[src/rtl/grid_dp_pkg.sv]
// Shared types and default direction codes for the grid shortest-path engine.
package grid_dp_pkg;

    typedef enum logic [2:0] {
        IDLE,
        RD_M,
        RD_L,
        CALC,
        WR,
        DONE
    } state_t;

    localparam logic [7:0] CODE_START_DEF = 8'h08;
    localparam logic [7:0] CODE_RIGHT_DEF = 8'h09;
    localparam logic [7:0] CODE_DOWN_DEF  = 8'h0A;

endpackage

[src/rtl/grid_dp_alu.sv]
// Predecessor selection and cost accumulation for one grid cell (combinational).
// Optional saturating adder enabled by defining GRID_DP_SAT_ADD_EN.
module grid_dp_alu
    import grid_dp_pkg::*;
#(
    parameter int                   D_WIDTH    = 8,
    parameter logic [D_WIDTH-1:0]   CODE_START = D_WIDTH'(CODE_START_DEF),
    parameter logic [D_WIDTH-1:0]   CODE_RIGHT = D_WIDTH'(CODE_RIGHT_DEF),
    parameter logic [D_WIDTH-1:0]   CODE_DOWN  = D_WIDTH'(CODE_DOWN_DEF)
) (
    input  logic [D_WIDTH-1:0] m,
    input  logic [D_WIDTH-1:0] up,
    input  logic [D_WIDTH-1:0] left,
    input  logic               is_first,
    input  logic               r0,
    input  logic               c0,
    output logic [D_WIDTH-1:0] sum,
    output logic [D_WIDTH-1:0] code,
    output logic               overflow
);

    logic [D_WIDTH-1:0] pred;

    // Ties between left and up resolve towards up (DOWN).
    always_comb begin
        pred = '0;
        code = CODE_START;
        if (is_first) begin
            pred = '0;
            code = CODE_START;
        end else if (r0) begin
            pred = left;
            code = CODE_RIGHT;
        end else if (c0) begin
            pred = up;
            code = CODE_DOWN;
        end else if (left < up) begin
            pred = left;
            code = CODE_RIGHT;
        end else begin
            pred = up;
            code = CODE_DOWN;
        end
    end

`ifdef GRID_DP_SAT_ADD_EN
    logic [D_WIDTH:0] wide;
    assign wide     = {1'b0, m} + {1'b0, pred};
    assign overflow = wide[D_WIDTH];
    assign sum      = overflow ? {D_WIDTH{1'b1}} : wide[D_WIDTH-1:0];
`else
    assign sum      = m + pred;
    assign overflow = 1'b0;
`endif

endmodule

[src/rtl/grid_path_dp.sv]
// Row-major min-cost DP over a ROWS x COLS grid in RAM M, writing costs to L and
// direction codes to P. Saturating sums when GRID_DP_SAT_ADD_EN is defined.
module grid_path_dp
    import grid_dp_pkg::*;
#(
    parameter int                   D_WIDTH    = 8,
    parameter int                   A_WIDTH    = 13,
    parameter int                   COLS       = 4,
    parameter int                   ROWS       = 2048,
    parameter logic [D_WIDTH-1:0]   CODE_START = D_WIDTH'(CODE_START_DEF),
    parameter logic [D_WIDTH-1:0]   CODE_RIGHT = D_WIDTH'(CODE_RIGHT_DEF),
    parameter logic [D_WIDTH-1:0]   CODE_DOWN  = D_WIDTH'(CODE_DOWN_DEF)
) (
    input  logic               Clk,
    input  logic               Rst_n,
    input  logic               Go,
    input  logic [D_WIDTH-1:0] M_In,
    input  logic [D_WIDTH-1:0] L_In,
    output logic               M_En,
    output logic [A_WIDTH-1:0] M_Addr,
    output logic               L_En,
    output logic               L_Rw,
    output logic [A_WIDTH-1:0] L_Addr,
    output logic [D_WIDTH-1:0] L_Out,
    output logic               P_En,
    output logic               P_Rw,
    output logic [A_WIDTH-1:0] P_Addr,
    output logic [D_WIDTH-1:0] P_Out,
    output logic               Busy,
    output logic               Done,
    output logic               Sat
);

    localparam logic [A_WIDTH-1:0] LAST_R = A_WIDTH'(ROWS - 1);
    localparam logic [A_WIDTH-1:0] LAST_C = A_WIDTH'(COLS - 1);
    localparam logic [A_WIDTH-1:0] COLS_A = A_WIDTH'(COLS);
    localparam logic [A_WIDTH-1:0] ONE_A  = A_WIDTH'(1);

    state_t             state_reg, state_next;
    logic [A_WIDTH-1:0] r_reg, r_next, c_reg, c_next, a_reg, a_next;
    logic [D_WIDTH-1:0] m_reg, up_reg;
    logic               sat_reg, sat_next;

    logic               m_en_reg, m_en_next;
    logic [A_WIDTH-1:0] m_addr_reg, m_addr_next;
    logic               l_en_reg, l_en_next, l_rw_reg, l_rw_next;
    logic [A_WIDTH-1:0] l_addr_reg, l_addr_next;
    logic [D_WIDTH-1:0] l_out_reg, l_out_next;
    logic               p_en_reg, p_en_next, p_rw_reg, p_rw_next;
    logic [A_WIDTH-1:0] p_addr_reg, p_addr_next;
    logic [D_WIDTH-1:0] p_out_reg, p_out_next;
    logic               busy_reg, busy_next, done_reg, done_next;

    logic [D_WIDTH-1:0] alu_sum, alu_code;
    logic               alu_ovf;

    // The left neighbour arrives on L_In during CALC and is consumed directly.
    grid_dp_alu #(
        .D_WIDTH    (D_WIDTH),
        .CODE_START (CODE_START),
        .CODE_RIGHT (CODE_RIGHT),
        .CODE_DOWN  (CODE_DOWN)
    ) u_alu (
        .m        (m_reg),
        .up       (up_reg),
        .left     (L_In),
        .is_first ((r_reg == '0) && (c_reg == '0)),
        .r0       (r_reg == '0),
        .c0       (c_reg == '0),
        .sum      (alu_sum),
        .code     (alu_code),
        .overflow (alu_ovf)
    );

    always_comb begin
        state_next = state_reg;
        r_next     = r_reg;
        c_next     = c_reg;
        a_next     = a_reg;
        sat_next   = sat_reg;
        case (state_reg)
            IDLE: begin
                if (Go) begin
                    state_next = RD_M;
                    r_next     = '0;
                    c_next     = '0;
                    a_next     = '0;
                    sat_next   = 1'b0;
                end
            end
            RD_M: state_next = RD_L;
            RD_L: state_next = CALC;
            CALC: begin
                state_next = WR;
                if (alu_ovf) sat_next = 1'b1;
            end
            WR: begin
                a_next = a_reg + ONE_A;
                if (c_reg == LAST_C) begin
                    c_next = '0;
                    r_next = r_reg + ONE_A;
                end else begin
                    c_next = c_reg + ONE_A;
                end
                state_next = ((r_reg == LAST_R) && (c_reg == LAST_C)) ? DONE : RD_M;
            end
            DONE:    state_next = IDLE;
            default: state_next = IDLE;
        endcase
    end

    // Outputs are decoded from the upcoming state so every port is a flop.
    always_comb begin
        m_en_next   = 1'b0;
        m_addr_next = m_addr_reg;
        l_en_next   = 1'b0;
        l_rw_next   = 1'b0;
        l_addr_next = l_addr_reg;
        l_out_next  = l_out_reg;
        p_en_next   = 1'b0;
        p_rw_next   = 1'b0;
        p_addr_next = p_addr_reg;
        p_out_next  = p_out_reg;
        busy_next   = (state_next != IDLE);
        done_next   = (state_next == DONE);
        case (state_next)
            RD_M: begin
                m_en_next   = 1'b1;
                m_addr_next = a_next;
                if (r_next != '0) begin
                    l_en_next   = 1'b1;
                    l_addr_next = a_next - COLS_A;
                end
            end
            RD_L: begin
                if (c_next != '0) begin
                    l_en_next   = 1'b1;
                    l_addr_next = a_next - ONE_A;
                end
            end
            WR: begin
                l_en_next   = 1'b1;
                l_rw_next   = 1'b1;
                l_addr_next = a_next;
                l_out_next  = alu_sum;
                p_en_next   = 1'b1;
                p_rw_next   = 1'b1;
                p_addr_next = a_next;
                p_out_next  = alu_code;
            end
            default: ;
        endcase
    end

    always_ff @(posedge Clk or negedge Rst_n) begin
        if (!Rst_n) begin
            state_reg  <= IDLE;
            r_reg      <= '0;
            c_reg      <= '0;
            a_reg      <= '0;
            m_reg      <= '0;
            up_reg     <= '0;
            sat_reg    <= 1'b0;
            m_en_reg   <= 1'b0;
            m_addr_reg <= '0;
            l_en_reg   <= 1'b0;
            l_rw_reg   <= 1'b0;
            l_addr_reg <= '0;
            l_out_reg  <= '0;
            p_en_reg   <= 1'b0;
            p_rw_reg   <= 1'b0;
            p_addr_reg <= '0;
            p_out_reg  <= '0;
            busy_reg   <= 1'b0;
            done_reg   <= 1'b0;
        end else begin
            state_reg  <= state_next;
            r_reg      <= r_next;
            c_reg      <= c_next;
            a_reg      <= a_next;
            sat_reg    <= sat_next;
            m_en_reg   <= m_en_next;
            m_addr_reg <= m_addr_next;
            l_en_reg   <= l_en_next;
            l_rw_reg   <= l_rw_next;
            l_addr_reg <= l_addr_next;
            l_out_reg  <= l_out_next;
            p_en_reg   <= p_en_next;
            p_rw_reg   <= p_rw_next;
            p_addr_reg <= p_addr_next;
            p_out_reg  <= p_out_next;
            busy_reg   <= busy_next;
            done_reg   <= done_next;
            if (state_reg == RD_L) begin
                m_reg <= M_In;
                if (r_reg != '0) up_reg <= L_In;
            end
        end
    end

    assign M_En   = m_en_reg;
    assign M_Addr = m_addr_reg;
    assign L_En   = l_en_reg;
    assign L_Rw   = l_rw_reg;
    assign L_Addr = l_addr_reg;
    assign L_Out  = l_out_reg;
    assign P_En   = p_en_reg;
    assign P_Rw   = p_rw_reg;
    assign P_Addr = p_addr_reg;
    assign P_Out  = p_out_reg;
    assign Busy   = busy_reg;
    assign Done   = done_reg;
    assign Sat    = sat_reg;

endmodule

[config.mk]
export PLATFORM = sky130hd
export DESIGN_NAME = grid_path_dp
export DESIGN_NICKNAME = d
export VERILOG_FILES = /design/src/rtl/grid_dp_pkg.sv /design/src/rtl/grid_dp_alu.sv /design/src/rtl/grid_path_dp.sv
export SDC_FILE = /design/constraint.sdc
export NUM_CORES = 1
export LEC_CHECK = 0
export CORE_ASPECT_RATIO = 0.6
export CORE_MARGIN = 4
export CORE_UTILIZATION = 58
export CTS_BUF_LIST = sky130_fd_sc_hd__clkbuf_2 sky130_fd_sc_hd__clkbuf_4 sky130_fd_sc_hd__clkbuf_8
export DETAILED_ROUTE_END_ITERATION = 7
export PLACE_DENSITY = 0.83
export SLEW_MARGIN = 40
export SYNTH_ARGS = -nofsm -noshare
export SYNTH_HDL_FRONTEND = slang
export SYNTH_HIERARCHICAL = 1
export SYNTH_SLANG_ARGS = --single-unit
export TNS_END_PERCENT = 1
[constraint.sdc]
create_clock -name Clk -period 4.35 [get_ports Clk]
set_input_delay 0.435 -clock Clk [delete_from_list [all_inputs] [get_ports Clk]]
set_output_delay 0.435 -clock Clk [all_outputs]
set_load 0.02 [all_outputs]
== Word level (Yosys, flattened, before mapping) ==
Cells that the tools add are included.

* Memories kept: 0
* Word-level logic and storage cells: 74
* Memory bits (writable): 0
* Flip-flop bits (word level): 118
* Bits of input ports: 19
* Output and inout port bits: 63
* Bits in latches: 0
* Bits in read-only memories: 0

* Multipliers: 0
* Eq/ne operators: 12
* Divide/modulo/power cells: 0
* Bitwise logic cells: 0
* Add/sub/neg operators: 6
* Shift operators: 0
* Reduce and logical (&&, ||, !) cells: 12
* Mux-type cells: 27
* $lt $le $gt $ge: 1

{| class="wikitable"
|+ Operator list
! cell !! number
|-
| $mux 13 || 7
|-
| $pmux 13 s2 || 3
|-
| $mux 8 || 7
|-
| $add 13x1->13 const B || 3
|-
| $pmux 13 s3 || 1
|-
| $reduce_bool 13->1 || 3
|-
| $logic_not 13->1 || 2
|-
| $pmux 3 s5 || 1
|-
| $eq 13x11->1 const B || 1
|-
| $eq 13x2->1 const B || 1
|-
| $sub 13x1->13 const B || 1
|-
| $sub 13x3->13 const B || 1
|-
| $eq 3x2->1 const B || 3
|-
| $eq 3x3->1 const B || 3
|-
| $add 8x8->8 || 1
|-
| $lt 8x8->1 || 1
|-
| $eq 3x1->1 const B || 2
|-
| $mux 3 || 2
|-
| $reduce_bool 3->1 || 2
|-
| $mux 1 || 4
|-
| $ne 2x2->1 const B || 2
|-
| $logic_not 3->1 || 1
|-
| $pmux 1 s3 || 1
|-
| $reduce_and 3->1 || 1
|-
| 3 further kinds || 4
|}

== Longest topological paths before layout ==
* Depth in word-level cells: 7
* Gate-level depth with buffers: 21

== Modules after synthesis ==
The synthesis kept the hierarchy.

{| class="wikitable"
|+ Modules (own cells, without submodules)
! module !! cells each !! times used !! area each (um2)
|-
| grid_path_dp || 577 || 1 || 6,039.5
|-
| grid_dp_alu || 86 || 1 || 659.4
|}

== Least setup slack after synthesis ==
No wires, ideal clock.

* Path type: register to register
* Start point: register c_reg[3]
* End point: register l_out_reg[7] (netlist: L_Out[7])
* Required time: 4,225 ps
* Arrival: 3,626 ps
* Path slack: 599 ps
* Period minus slack after synthesis: 3,751 ps
* Path buffers: 3
* Stages on the path, launching flop included: 21
* Cell sequence: dfrtp_1 -> buf_6 -> nor4_4 -> and3_1 -> buf_6 -> and2_1 -> a211oi_1 -> o22ai_1 -> a21oi_1 -> buf_6 -> mux2i_1 -> or2_1 -> inv_1 -> ha_1 -> a21o_1 -> a21oi_1 -> o21bai_1 -> a21oi_1 -> a21oi_1 -> xor3_1 -> mux2_2

* Cells in the longest elaborated chain, start to end: 5

{| class="wikitable"
|+ RTL lines
! element !! line !! text
|-
| start, declared || grid_path_dp.sv:40 || <nowiki>logic [A_WIDTH-1:0] r_reg, r_next, c_reg, c_next, a_reg, a_next;</nowiki>
|-
| start signal, assigned || grid_path_dp.sv:179 || <nowiki>c_reg <= c_next;</nowiki>
|-
| $logic_not 13->1 * || grid_path_dp.sv:67, grid_path_dp.sv:69 ||
|-
| $mux 8 || grid_dp_alu.sv:34 || <nowiki>end else if (c0) begin</nowiki>
|-
| $mux 8 || grid_dp_alu.sv:31 || <nowiki>end else if (r0) begin</nowiki>
|-
| $mux 8 * || grid_dp_alu.sv:28 || <nowiki>if (is_first) begin</nowiki>
|-
| $add 8x8->8 * || grid_dp_alu.sv:52 || <nowiki>assign sum = m + pred;</nowiki>
|-
| net alu_sum[7] || grid_path_dp.sv:54 || <nowiki>logic [D_WIDTH-1:0] alu_sum, alu_code;</nowiki>
|-
| end signal, assigned || grid_path_dp.sv:187 || <nowiki>l_out_reg <= l_out_next;</nowiki>
|-
| end, declared || grid_path_dp.sv:48 || <nowiki>logic [D_WIDTH-1:0] l_out_reg, l_out_next;</nowiki>
|}

Mark *: on every way through the listed nets, which the timed path passes. The rest lies on a longest branch.
A chain may end at the register's enable or synchronous reset.

== Final worst setup path ==
* Start point: register r_reg[9]
* End point: register l_out_reg[7] (netlist: L_Out[7])

{| class="wikitable"
|+ RTL lines
! element !! line !! text
|-
| start, declared || grid_path_dp.sv:40 ||
|-
| start signal, assigned || grid_path_dp.sv:178 || <nowiki>r_reg <= r_next;</nowiki>
|-
| $logic_not 13->1 * || grid_path_dp.sv:67, grid_path_dp.sv:68 ||
|-
| $mux 8 or $logic_and 1x1->1 (tied branches) || grid_dp_alu.sv:31, grid_path_dp.sv:67 ||
|-
| $mux 8 * || grid_dp_alu.sv:28 ||
|-
| $add 8x8->8 * || grid_dp_alu.sv:52 ||
|-
| net alu_sum[7] || grid_path_dp.sv:54 ||
|}

Marked as above.

==> impl_results.md <==
- Clock Tree Root: clkbuf_8
- GRT Util Overall: 27.0%
- Critical Path Slowest Stage Cell: or4_1
- Die Height: 91.2 um
- Multi-input gate area: 3350 um^2
- Crit end category: flop
- Via density: 5.98
- Minimum clock period: 4.05 ns
- Dpl cells: 881
- DR iter-0 viols: 519
- Leakage power: 3.59 nW
- Synth Flop Type: dfrtp_1
- Peak VDD IR: 0.000493 V
- WL/cell: 19.1 um
- Fin area: 8010 um^2
- Unrepaired setup endpoints after global routing: false
- Routability Congestion: 0.955
- I/O pin count: 82
- Vias in the first global route: 5375
- FF-to-FF End: L_Out[7]
- WL final: 17.4 mm
- Period utilisation layout: 93.0%
- Die area: 13400 um^2
- First-pass GRT wire length: 28.7 mm
- Reg-to-reg slack, setup: 0.30 ns
- # H-tree levels: 4
- Area contributors post-synth: dfrtp_1, mux2_2, ha_1
- Data required, critical path: 4.68 ns
- Setup TNS: 0 ns
- Max-slew headroom: 48.1%
- Synth Warn #: 6
- CP max FO: 6
- Leading cell type in the layout, fill and taps excluded: dfrtp_1
- XOR/XNOR share of the synthesized area: 4.28%
- CTS tree: done
- Post-Layout Cell Count: 913
- Final hold viol count: 0
- Drt pass-1 iters: 4
- Max cap viols: 0
- Max incr delay on CP: 0.60 ns
- Max Slew Vio Count: 0
- Post-synthesis sequential area ratio: 44.5%
- Reg clk slew, reported paths: 0.08 ns
- Overflow after GRT: 0
- Critical Path Start Type: flop
- Post-route ant nets: 0
- Hold WC Path Type: primary input to async pin
- Vias post-DR: 5464
- Mux share of post-synthesis cell area: 10.6%
- Largest family of logic cells by synthesized area: simple AND/OR/NAND/NOR gates
- Num rows: 30
- Status: complete, no violations
- Core Box Area: 11300 um^2
- Cell taking the most area after synthesis: dfrtp_1
- Final setup margin: 0.303 ns
- Worst Path Arrival: 4.38 ns
- Layout area overhead: 19.5%
- Setup CP Type: flop to flop
- Final setup fails: 0
- Cell Pwr Density: 688 nW/um^2
- Fill cell count: 796
- DRC errors left: 0
- Nets: 782
- Antenna cells: 0
- #FFs+latches synth: 119
- Initial Util: 59.3%
- Largest net degree at the start of global routing: 56
- Antenna violations before repair: 0
- Worst Max-Slew Pin Slew: 0.776 ns
- Setup Fix Bufs, Post-CTS: 0
- Worst Reg-to-Reg Cells: 16
- Compound-Gate Fraction of Synth Area: 13.4%
- Most frequent CP cell: a21oi_1
- Skew final: 0.0120 ns
- Layout cells sized above 1: 16.1%
- Clock Sinks: 119
- Placement Setup Slack: 0.265 ns
- Number of distinct library cells after synthesis: 68
- I/O Buffers: 81
- Syn Area/Cell: 10.1 um^2
- Post-Synth Simple-Gate Area: 16.8%
- RR Startpoint: r_reg[9]
- Asr flop ratio synth: 100%
- DPL Wire Length: 12.7 mm
- Worst path cell trace: or4_1 -> nor2_2 -> nand3b_1 -> o22ai_1 -> a21oi_1 -> mux2i_1 -> or2_1 -> inv_1 -> ha_1 -> a21o_1 -> a21oi_1 -> o21bai_1 -> a21oi_1 -> a21oi_1 -> xor3_1 -> mux2_2
- Chip Width: 147 um
- Yosys top cell area share: 44.5%
- Synthesized instance count: 663
- Post-synthesis adder-cell area fraction: 4.41%
- Max Fclk: 247 MHz
- Number of synthesized flops with an enable pin: 0
- Mapped Area: 6700 um^2
- Max Root-Sink Buffers: 2
- Clock latency on the worst-skew pair: 0.45 ns
- FF+latch area: 2980 um^2
- DP Area: 7620 um^2
- CTS Buf Count: 17
- Most frequent cells in the layout: dfrtp_1, clkdlybuf4s50_1, nand2_1
power breakdown:
group          internal (mW)  switching, mW  leakage (nW)
sequential              1.41          0.259          1.54
clock                  0.431          0.559         0.194
combinational           1.36           1.49          1.86
cell families after synthesis:
kind of cell               after synthesis
adders and majority gates               23
xor gates and xnor gates                31
AOI/OAI and AO/OA                      138
buffers and inverters                   85
DFF                                    119
and+or+nand+nor                        204
other                                    2
muxes                                   61
repair_timing:
| action | 4_1_cts | 5_1_grt |
|---|---|---|
| hold buffers | 0 | 0 |
| resized for setup | 0 | 1 |
| endpoints found under the setup margin | 0 | 1 |
cell usage after synthesis, drive strengths merged, types with 5 or more instances:
master,count
mux2i,10
nand3,16
a211oi,5
and4,6
xor2,11
ha,22
nand2,61
inv,37
a21o,6
and3,16
buf,23
o31ai,19
xnor2,19
o211ai,5
and2,5
nor2,36
mux2,51
clkbuf,23
nor3,9
o21ai,40
a21oi,27
dfrtp,119
a31oi,10
nor4,13
nand4,17
final cells by class:
type | instances | share of cell area (%)
multi-input cells | 464 | 41.9
flip-flops and latches | 119 | 37.2
clock inverters | 15 | 1.92
inverters | 39 | 1.83
repair buffers | 99 | 11.8
clock buffers | 17 | 2.92
well taps | 160 | 2.50
worst max-delay path by stage:
stage                         from  endpoint  slack, ns  cells past startpoint
after global placement    r_reg[9]  L_Out[7]       0.38                     16
final                     r_reg[9]  L_Out[7]       0.30                     16
after global routing      r_reg[9]  L_Out[7]      0.002                     16
after CTS                 r_reg[9]  L_Out[7]       0.21                     16
after floorplan           c_reg[3]  L_Out[7]       0.60                     20
after detailed placement  r_reg[9]  L_Out[7]       0.27                     16
metrics by stage:
stage / power [mW] / hold WS, ns / utilization, %
after floorplan: 3.60 / 0.139 / -
after global placement: 4.39 / 0.465 / 67.4
after detailed placement: 4.49 / 0.470 / 67.4
after CTS: 5.52 / 0.0511 / 70.9
after global routing: 5.87 / 0.0674 / 70.9
final: 5.51 / 0.0317 / 70.9
critical path: cells and delay by family (launching register included):
kind,cells,cell delay (ns)
AND/OR/NAND/NOR,4,1.19
AO/OA/AOI/OAI,7,1.16
multiplexers,2,0.46
flip-flops,1,0.44
XOR/XNOR,1,0.35
adder cells (fa/ha/maj),1,0.27
buffers and inverters,1,0.06
metal layers:
metal / global-route usage [%] / up-vias / routed length, um
li1: - / 2524 / -
met1: 40.9 / 2645 / 8320
met2: 36.0 / 264 / 7000
met3: 9.58 / 31 / 1840
met4: 7.59 / 0 / 252
met5: 0 / - / 0
(Power assumes the default switching activity.)
